$ cat config.mk
export PLATFORM = sky130hd
export DESIGN_NAME = alu_mp_sequencer_flat
export DESIGN_NICKNAME = d
export VERILOG_FILES = /design/src/rtl/alu_mp_if.sv /design/src/rtl/alu_mp_sequencer.sv /design/src/flat_wrapper.sv
export SDC_FILE = /design/constraint.sdc
export NUM_CORES = 1
export LEC_CHECK = 0
export CORE_MARGIN = 2
export CORE_UTILIZATION = 51
export CTS_CLUSTER_DIAMETER = 120
export DETAILED_ROUTE_END_ITERATION = 16
export GPL_TIMING_DRIVEN = 0
export PLACE_DENSITY = 0.83
export SKIP_LAST_GASP = 1
export SLEW_MARGIN = 10
export SYNTH_ARGS = -nofsm -noshare
export SYNTH_HDL_FRONTEND = slang
export SYNTH_SLANG_ARGS = --single-unit
$ cat constraint.sdc
create_clock -name clk -period 4.9 [get_ports clk]
set_input_delay 0.735 -clock clk [delete_from_list [all_inputs] [get_ports clk]]
set_output_delay 0.735 -clock clk [all_outputs]
set_load 0.02 [all_outputs]
$ cat src/rtl/alu_mp_if.sv
// alu_mp_if: request/result bus and ALU-side byte bus of the multi-precision sequencer (optional carry_in under ALU_MP_CARRY_IN_EN)
interface alu_mp_if #(parameter int WORDS = 4);
  localparam int W = 8 * WORDS;
  logic         start;
  logic [2:0]   op;
  logic [W-1:0] a_in;
  logic [W-1:0] b_in;
`ifdef ALU_MP_CARRY_IN_EN
  logic         carry_in;
`endif
  logic         busy;
  logic         done;
  logic [W-1:0] result;
  logic         carry_out;
  logic         zero;
  logic         sign;
  logic         overflow;
  logic [7:0]   alu_a;
  logic [7:0]   alu_b;
  logic         alu_cin;
  logic [2:0]   alu_op;
  logic [7:0]   alu_out;
  logic         alu_cout;
`ifdef ALU_MP_CARRY_IN_EN
  modport master (output start, op, a_in, b_in, carry_in, alu_out, alu_cout,
                  input busy, done, result, carry_out, zero, sign, overflow, alu_a, alu_b, alu_cin, alu_op);
  modport slave (input start, op, a_in, b_in, carry_in, alu_out, alu_cout,
                 output busy, done, result, carry_out, zero, sign, overflow, alu_a, alu_b, alu_cin, alu_op);
`else
  modport master (output start, op, a_in, b_in, alu_out, alu_cout,
                  input busy, done, result, carry_out, zero, sign, overflow, alu_a, alu_b, alu_cin, alu_op);
  modport slave (input start, op, a_in, b_in, alu_out, alu_cout,
                 output busy, done, result, carry_out, zero, sign, overflow, alu_a, alu_b, alu_cin, alu_op);
`endif
endinterface

$ cat src/rtl/alu_mp_sequencer.sv
// alu_mp_sequencer: drives an 8-bit ALU one byte per clock, LSB first, to build a WORDS-byte result and flags (optional byte-0 carry_in under ALU_MP_CARRY_IN_EN)
module alu_mp_sequencer #(
  parameter int WORDS = 4
) (
  input logic     clk,
  input logic     rst,
  alu_mp_if.slave bus
);
  localparam int W = 8 * WORDS;
  localparam int IW = $clog2(WORDS);
  localparam logic [2:0] OP_ADD = 3'b011;
  localparam logic [2:0] OP_SUB = 3'b111;
  typedef enum logic [1:0] {IDLE, RUN, DONE} state_t;
  state_t state_q, state_d;
  logic [W-1:0] a_q, b_q, res_q;
  logic [2:0] op_q;
  logic [IW-1:0] idx_q;
  logic c_q, nz_q, co_q, z_q, s_q, v_q;
  logic run, last, arith, accept, cin0;
  assign run = state_q == RUN;
  assign last = idx_q == IW'(WORDS - 1);
  assign arith = op_q == OP_ADD || op_q == OP_SUB;
  assign accept = state_q == IDLE && bus.start;
`ifdef ALU_MP_CARRY_IN_EN
  logic cin0_q;
  // byte-0 carry/borrow-in is captured together with the operands
  always_ff @(posedge clk)
    if (rst) cin0_q <= 1'b0;
    else if (accept) cin0_q <= bus.carry_in;
  assign cin0 = cin0_q;
`else
  assign cin0 = 1'b0;
`endif
  // state register
  always_ff @(posedge clk)
    if (rst) state_q <= IDLE;
    else state_q <= state_d;
  // IDLE -> RUN on start, RUN -> DONE after the last byte, DONE lasts one cycle
  always_comb begin
    state_d = state_q == IDLE ? (bus.start ? RUN : IDLE) :
              state_q == RUN  ? (last ? DONE : RUN) : IDLE;
  end
  // operand latch, per-byte capture and final flag evaluation
  always_ff @(posedge clk)
    if (rst) begin
      a_q   <= '0;
      b_q   <= '0;
      op_q  <= '0;
      idx_q <= '0;
      res_q <= '0;
      c_q   <= 1'b0;
      nz_q  <= 1'b0;
      co_q  <= 1'b0;
      z_q   <= 1'b0;
      s_q   <= 1'b0;
      v_q   <= 1'b0;
    end else if (accept) begin
      a_q   <= bus.a_in;
      b_q   <= bus.b_in;
      op_q  <= bus.op;
      idx_q <= '0;
      res_q <= '0;
      c_q   <= 1'b0;
      nz_q  <= 1'b0;
    end else if (run) begin
      res_q[8*idx_q +: 8] <= bus.alu_out;
      c_q   <= bus.alu_cout;
      nz_q  <= nz_q | (|bus.alu_out);
      idx_q <= idx_q + IW'(1);
      if (last) begin
        co_q <= arith & bus.alu_cout;
        z_q  <= ~(nz_q | (|bus.alu_out));
        s_q  <= bus.alu_out[7];
        v_q  <= op_q == OP_ADD ? (a_q[W-1] == b_q[W-1]) && (bus.alu_out[7] != a_q[W-1]) :
                op_q == OP_SUB ? (a_q[W-1] != b_q[W-1]) && (bus.alu_out[7] != a_q[W-1]) : 1'b0;
      end
    end
  // ALU drive while running; sub chains the inverted carry since the ALU flips Cin for Op[2]
  always_comb begin
    bus.busy      = run;
    bus.done      = state_q == DONE;
    bus.result    = res_q;
    bus.carry_out = co_q;
    bus.zero      = z_q;
    bus.sign      = s_q;
    bus.overflow  = v_q;
    bus.alu_a     = run ? a_q[8*idx_q +: 8] : 8'h00;
    bus.alu_b     = run ? b_q[8*idx_q +: 8] : 8'h00;
    bus.alu_op    = run ? op_q : 3'b000;
    bus.alu_cin   = !run          ? 1'b0 :
                    idx_q == '0   ? arith & cin0 :
                    op_q == OP_ADD ? c_q :
                    op_q == OP_SUB ? ~c_q : 1'b0;
  end
endmodule
$ cat src/flat_wrapper.sv
// flat-port wrapper written by rule: the top's interface ports become plain ports
module alu_mp_sequencer_flat 
#(
  parameter int WORDS = 4
)
  (clk, rst, bus_start, bus_op, bus_a_in, bus_b_in, bus_alu_out, bus_alu_cout, bus_busy, bus_done, bus_result, bus_carry_out, bus_zero, bus_sign, bus_overflow, bus_alu_a, bus_alu_b, bus_alu_cin, bus_alu_op);
  alu_mp_if #(.WORDS(WORDS)) bus_i ();
  input logic clk;
  input logic rst;
  input wire logic [$bits(bus_i.start)-1:0] bus_start;
  input wire logic [$bits(bus_i.op)-1:0] bus_op;
  input wire logic [$bits(bus_i.a_in)-1:0] bus_a_in;
  input wire logic [$bits(bus_i.b_in)-1:0] bus_b_in;
  input wire logic [$bits(bus_i.alu_out)-1:0] bus_alu_out;
  input wire logic [$bits(bus_i.alu_cout)-1:0] bus_alu_cout;
  output wire logic [$bits(bus_i.busy)-1:0] bus_busy;
  output wire logic [$bits(bus_i.done)-1:0] bus_done;
  output wire logic [$bits(bus_i.result)-1:0] bus_result;
  output wire logic [$bits(bus_i.carry_out)-1:0] bus_carry_out;
  output wire logic [$bits(bus_i.zero)-1:0] bus_zero;
  output wire logic [$bits(bus_i.sign)-1:0] bus_sign;
  output wire logic [$bits(bus_i.overflow)-1:0] bus_overflow;
  output wire logic [$bits(bus_i.alu_a)-1:0] bus_alu_a;
  output wire logic [$bits(bus_i.alu_b)-1:0] bus_alu_b;
  output wire logic [$bits(bus_i.alu_cin)-1:0] bus_alu_cin;
  output wire logic [$bits(bus_i.alu_op)-1:0] bus_alu_op;
  assign bus_i.start = bus_start;
  assign bus_i.op = bus_op;
  assign bus_i.a_in = bus_a_in;
  assign bus_i.b_in = bus_b_in;
  assign bus_i.alu_out = bus_alu_out;
  assign bus_i.alu_cout = bus_alu_cout;
  assign bus_busy = bus_i.busy;
  assign bus_done = bus_i.done;
  assign bus_result = bus_i.result;
  assign bus_carry_out = bus_i.carry_out;
  assign bus_zero = bus_i.zero;
  assign bus_sign = bus_i.sign;
  assign bus_overflow = bus_i.overflow;
  assign bus_alu_a = bus_i.alu_a;
  assign bus_alu_b = bus_i.alu_b;
  assign bus_alu_cin = bus_i.alu_cin;
  assign bus_alu_op = bus_i.alu_op;
  alu_mp_sequencer #(.WORDS(WORDS)) u_core (.clk(clk), .rst(rst), .bus(bus_i));
endmodule
==> Word-level counts from Yosys, hierarchy flattened <==
Cells that the tools add are included.
Widths: inputs -> output; s select.
{ "op_classes": {"bitwise_logic": 5, "eq_ne": 8, "n_reduce_logical": 9, "add_sub_neg": 2, "muxes": 14, "n_shift": 4} }
{ "op_table": {"columns": ["cell", "n"], "rows": [
  ["$shiftx 32x6->8", 2],
  ["$neg 5->34", 1],
  ["$shift 8x34->32 const A", 1],
  ["$shiftx 8x34->32", 1],
  ["$bwmux 32", 1],
  ["$mux 8", 2],
  ["$reduce_or 8->1", 1],
  ["$mux 1", 7],
  ["$mux 2", 3],
  ["$eq 2x2->1 const B", 2],
  ["$logic_not 2->1", 2],
  ["$eq 3x2->1 const B", 1],
  ["$eq 3x3->1 const B", 1],
  ["$logic_and 1x1->1", 3],
  ["$mux 3", 1],
  ["$not 1->1", 3],
  ["$reduce_and 3->1", 1],
  ["$add 2x1->2 const B", 1],
  ["$eq 2x1->1 const B", 1],
  ["$ne 1x1->1", 2],
  ["$reduce_or 2->1", 1],
  ["$and 1x1->1", 1],
  ["$eq 1x1->1", 1],
  ["$logic_or 1x1->1", 1],
  ["$or 1x1->1", 1]
]} }
{ "totals": {"regBits": 109} }

==> Longest topological paths before layout <==
Gate-level depths: netlist of run 1.
{ "depth": {"depth_word": 5, "depth_mapped": 8} }

==> Worst setup path after synthesis of run 1 <==
No wires, ideal clock.
{ "synth_timing": {"kind": "register to output", "startpoint": "register u_core.idx_q[1]", "endpoint": "output port bus_alu_cin", "setup_slack_ns": 2.269, "path_stages_with_launch": 6, "arrival_ns": 1.896, "path_buffers": 2, "cell_sequence": "dfxtp_1 > buf_2 > buf_2 > inv_1 > ha_1 > nor4_1"} }
{ "synth_between": {"elab_chain_len": 3} }
{ "synth_lines": {"columns": ["item", "line", "source"], "rows": [
  ["start, declared", "alu_mp_sequencer.sv:17", "logic [IW-1:0] idx_q;"],
  ["start signal, assigned", "alu_mp_sequencer.sv:69", "idx_q <= idx_q + IW'(1);"],
  ["$logic_not 2->1", "alu_mp_sequencer.sv:91", "idx_q == '0 ? arith & cin0 :"],
  ["$mux 1", "alu_mp_sequencer.sv:91", null],
  ["$mux 1", "alu_mp_sequencer.sv:90", "bus.alu_cin = !run ? 1'b0 :"],
  ["end, declared", "flat_wrapper.sv:25", "output wire logic [$bits(bus_i.alu_cin)-1:0] bus_alu_cin;"]
]} }
No other way between the ends.

==> Worst setup path in the final report of run 1 <==
Ends and elaborated chain as after synthesis.

==> impl_metrics.yaml, run 1 <==
clocking:
  cts_root_buf: "clkbuf_8"
  path_clk_slew_ns: 0.10
  cts_buffers: 9
  post_cts_resized: 0
  cts_tree: "built"
  cts_sinks: 109
  ctsHoldBuffers: 0
  cts_max_level: 3
  cts_buffer_depth: 2
  post_cts_buffers: 0
  clock_latency_ns: 0.37
power_and_ir_drop:
  ir_drop_uv: 155.6
  powerDensity_nw_per_um2: 278.6
  power.leakage_uw: 0.002313
routing:
  totalWireLength_um: 13390
  wire_per_inst_um: 17.21
  postRouteAntennaNets: 0
  drc_errors: 0
  drt_iter0_drc: 198
  dr.pass1.iters: 4
  dr_total_vias: 4455
  viasPerCell: 5.726
placed_design:
  gp_congestion: 0.9197
  hpwl_um: 9801
  port_buffers: 136
  place_ws_ns: 1.658
  place_area_um2: 6141
die:
  die_area_um2: 9886
  rows: 34
  die_w_um: 99.43
  initial_utilization_pct: 53.00
  die_h_um: 99.43
  core_um2: 8763
  pin_count: 137
sta:
  relSlewSlack_pct: 53.17
  max_freq_mhz: 276.0
  finalHoldViolations: 0
  post-route-period-util_pct: 73.95
  period_needed_ns: 3.624
  rsz0062_at_grt: "no"
  worstMarginPinSlew_ns: 0.6961
  setup_viol: 0
  worst_slack_ns: 1.276
  final.setup.tns_ns: 0
  maxSlewViolCount: 0
  finalClockSkew_ns: 0.009725
global_route:
  busiest_layer: "met2"
  gr-total-overflow: 0
  use_met3_pct: 4.919
  grt_first_pass_wirelength_um: 21630
  grtUsageTotal_pct: 27.41
  grt_max_degree: 19
  antenna_found_initial: 0
  grt.met1_usage_pct: 34.43
  use_met2_pct: 46.83
  grt_pass1_vias: 4453
synthesis:
  syn_inst: 518
  yosys_warnings: 0
  synth_seq_cells: 109
  avgSynthCellArea_um2: 8.966
  syn_area_um2: 4644
  syn-num-nets: 603
  synth_ff_type: "dfxtp_1"
  synth_edf_count: 0
  synth_cell_types: 45
  seq_area_frac_synth_pct: 46.98
  synthArstFlopShare_pct: 0
finish:
  nNetsFinal: 750
  multi_input_area_um2: 2222
  drive_above_1_share_pct: 8.806
  layout_common_cells: "nand2_1, clkdlybuf4s50_1, dfxtp_1, a21oi_1, and2_1"
  stdcell_area_um2: 6335
  syn2layout_area_growth_pct: 36.40
  seq_area_um2: 2182
  num_antenna_cells: 0
  layout_commonest_cell: "nand2_1"
  n_fill_cell: 674
worst_setup_path:
  crit_path_frequent_cell: "buf_2"
  critical-path-top-delay-family: "buffers and inverters"
  cp_slowest_stage_delay_ns: 0.68
  arrival_ns: 2.89
  setup.worst_path.start_class: "flip-flop"
  cpMaxStageDelayCell: "clkdlybuf4s50_1"
  end_kind: "output port"
  worstPathCellList: "buf_2, buf_2, inv_1, ha_1, nor4_1, clkdlybuf4s50_1"
  path_class: "reg2out"
  crit_required_ns: 4.16
  cp_num_buf_inv: 4
  cp_max_fo: 10
status:
  status: "completed"
flow_run:
  maxCapViolCount: 0
worst_hold_path:
  min_path_type: "reg2reg"
[Yosys cell counts, types with 4 or more instances]
cell	count	area [um2]
nand2_1	158	593.1
clkbuf_1	11	41.29
buf_6	7	78.83
mux4_2	10	225.2
a32oi_1	8	70.07
a22o_1	8	70.07
o22ai_1	5	31.28
and2_1	19	118.9
nor2_1	12	45.04
nand3_1	14	70.07
dfxtp_1	109	2182
mux4_1	6	157.7
a21oi_1	82	410.4
nor2b_1	4	25.02
ha_1	6	75.07
buf_2	15	75.07
[report_power, final]
group | internal, uW | switching (uW) | total, uW
clock network | 219 | 312 | 531
registers | 923 | 21.6 | 945
logic | 140 | 149 | 289
total | 1280 | 483 | 1770
[cells by family (layout without fill, tap and decap cells)]
kind of cell               count (synthesis)  count (layout)  share of synthesized area [%]
AOI/OAI and AO/OA                        108             108                          13.42
xor gates and xnor gates                   2               2                         0.3772
adders and majority gates                  6               6                          1.616
buffers and inverters                     41             193                          5.172
DFF                                      109             109                          46.98
muxes                                     19              19                          8.890
and+or+nand+nor                          233             233                          23.55
[tightest hold or removal path: stages, from the launching register on]
cell and delay, ns:
dfxtp_1 0.32, nand2_1 0.05, a21oi_1 0.05
[path summary, 6_finish.rpt]
kind                                 startpoint                    end  slack, ns  cells past startpoint
worst min register to register   u_core.b_q[24]         u_core.b_q[24]       0.46                      2
worst max-delay path            u_core.idx_q[1]            bus_alu_cin       1.28                      6
worst min-delay path             u_core.b_q[24]         u_core.b_q[24]       0.46                      2
worst max register to register  u_core.idx_q[1]  u_core.bus.result[28]       2.21                      7
[sequential cells by signal (all words and copies together) (netlist names)]
name,count
u_core.b_q,32
u_core.op_q,3
u_core.nz_q,1
u_core.bus.overflow,1
u_core.bus.carry_out,1
u_core.c_q,1
u_core.bus.result,32
u_core.bus.sign,1
u_core.state_q,2
u_core.idx_q,2
u_core.bus.zero,1
u_core.a_q,32
[final cells by class]
cell class,count,area share (%)
Buffer,36,3.496
Multi-Input combinational cell,368,35.08
Inverter,5,0.2963
Tap cell,108,2.133
Timing Repair Buffer,136,21.49
Clock inverter,5,0.6715
Clock buffer,11,2.390
Sequential cell,109,34.45
[per-stage QoR]
step                      hold WS [ns]  instances  power (uW)  utilization (%)
final                           0.4583        778        1765            72.29
after global routing            0.4801        778        1825            72.29
after CTS                       0.4597        778        1760            72.29
after detailed placement        0.4453        762        1250            70.07
after global placement          0.4377        762        1241            70.07
after floorplan                 0.4315        518        1113                -
[per-layer routing]
metal	part of all wire (%)	routed length (um)
met5	0	0
met4	1.9	253
met3	7.5	999
met2	50	6644
met1	41	5495
Power figures use the tool's default switching activity.
==> run 2: changes to the inputs <==
- CORE_UTILIZATION: 51 -> 43
- PLACE_DENSITY: 0.83 -> 0.75
- clock period: 4.9 -> 3.15 ns (I/O delays scaled with it)
==> run 2 against run 1 <==
  * Setup slack worse by 1.2 ns
  * Die area is 18% higher
  * Core utilization is 11 points lower
  * Clock skew is 0.0072 ns higher
  * Critical endpoint is now bus_alu_a[7]
  * Clock power is 51% higher
  * Largest power group unchanged
==> impl_metrics.yaml, run 2 (synthesized netlist as in run 1, its figures left out) <==
placed_design:
  port_buffers: 136
  gp_congestion: 0.8526
  hpwl_um: 9961
  place_area_um2: 6176
  place_ws_ns: 0.1502
power_and_ir_drop:
  ir_drop_uv: 227.5
  total_power_uw: 2719
  power.leakage_uw: 0.002315
  powerDensity_nw_per_um2: 427.1
routing:
  dr_total_vias: 4275
  wire_per_inst_um: 16.63
  viasPerCell: 5.304
  postRouteAntennaNets: 0
  totalWireLength_um: 13400
  drt_iter0_drc: 194
  drc_errors: 0
  dr.pass1.iters: 5
status:
  status: "completed"
finish:
  n_fill_cell: 924
  seq_area_um2: 2182
  drive_above_1_share_pct: 8.806
  num_antenna_cells: 0
  stdcell_area_um2: 6365
  layout_commonest_cell: "nand2_1"
  layout_common_cells: "nand2_1, clkdlybuf4s50_1, dfxtp_1, a21oi_1, and2_1"
  final_core_util_pct: 61.11
  multi_input_area_um2: 2222
  nNetsFinal: 750
  syn2layout_area_growth_pct: 37.04
die:
  initial_utilization_pct: 44.59
  die_h_um: 107.9
  die_w_um: 107.9
  die_area_um2: 11650
  pin_count: 137
  core_um2: 10420
  rows: 37
worst_setup_path:
  cp_max_fo: 10
  arrival_ns: 2.55
  end_kind: "output port"
  setup.worst_path.start_class: "flip-flop"
  crit_required_ns: 2.68
  path_class: "reg2out"
global_route:
  grt_first_pass_wirelength_um: 21410
  grtUsageTotal_pct: 23.55
  gr-total-overflow: 0
  antenna_found_initial: 0
  grt_max_degree: 19
  grt_pass1_vias: 4287
sta:
  maxSlewViolCount: 0
  rsz0062_at_grt: "no"
  worstMarginPinSlew_ns: 0.6431
  finalHoldViolations: 0
  finalClockSkew_ns: 0.01694
  period_needed_ns: 3.026
  final.setup.tns_ns: 0
  worst_slack_ns: 0.1236
  post-route-period-util_pct: 96.08
  setup_viol: 0
  max_freq_mhz: 330.4
  relSlewSlack_pct: 56.73
clocking:
  cts_sinks: 109
  path_clk_slew_ns: 0.10
  cts_tree: "built"
  cts_buffer_depth: 2
  clock_latency_ns: 0.38
  cts_max_level: 3
  cts_root_buf: "clkbuf_8"
  cts_buffers: 9
flow_run:
  maxCapViolCount: 0
worst_hold_path:
  min_path_type: "reg2reg"
run 2: cell count changes in the layout (fill, tap and decap cells not counted):
cell / before / now
buf_2: 15 / 13
clkbuf_2: 0 / 1
dlygate4sd2_1: 0 / 1
buf_4: 1 / 3
clkdlybuf4s50_1: 136 / 135
clkbuf_8: 11 / 10
run 2: report_power, final:
part	internal, uW	switching (uW)	total (uW)
sequential	1440	32.8	1470
combinational	218	228	447
clock	319	484	803
run 2: area by class of cell:
| cell class | instances | share of cell area, % |
|---|---|---|
| Multi-Input combinational cell | 368 | 34.91 |
| Sequential cell | 109 | 34.28 |
| Timing Repair Buffer | 136 | 21.37 |
| Buffer | 36 | 3.578 |
| Tap cell | 136 | 2.673 |
| Clock buffer | 11 | 2.221 |
| Clock inverter | 5 | 0.6684 |
| Inverter | 5 | 0.2949 |
run 2: final timing paths:
kind / startpoint / to / slack [ns] / depth (start not counted)
worst min-delay path: u_core.bus.result[11] / u_core.bus.result[11] / 0.46 / 2
worst max-delay path: u_core.state_q[1] / bus_alu_a[7] / 0.12 / 6
worst min register to register: u_core.bus.result[11] / u_core.bus.result[11] / 0.46 / 2
worst max register to register: u_core.idx_q[1] / u_core.bus.result[27] / 0.70 / 7
run 2: per-stage QoR:
step                hold WS, ns  cells
detailed placement       0.4431    790
global placement         0.4374    790
CTS                      0.4578    806
global route             0.4728    806
finish                   0.4586    806
floorplan                0.4315    518
run 2: critical path: stages, from the launching register on:
cell and delay, ns:
dfxtp_1 0.32, buf_2 0.18, nand2b_1 0.26, inv_2 0.19
clkbuf_1 0.39, and2_1 0.24, clkdlybuf4s50_1 0.61
run 2: timing repair:
item	CTS	global route
setup endpoints to repair	1	4
hold buffers	0	0
setup buffers	0	0
resized for setup	3	2
run 2: routing by layer:
layer	global-route usage [%]	vias up	wire length, um
met2	41.19	163	6525
met4	6.777	0	221
li1	-	2073	-
met3	3.255	22	863
met5	0	-	0
met1	30.40	2017	5794
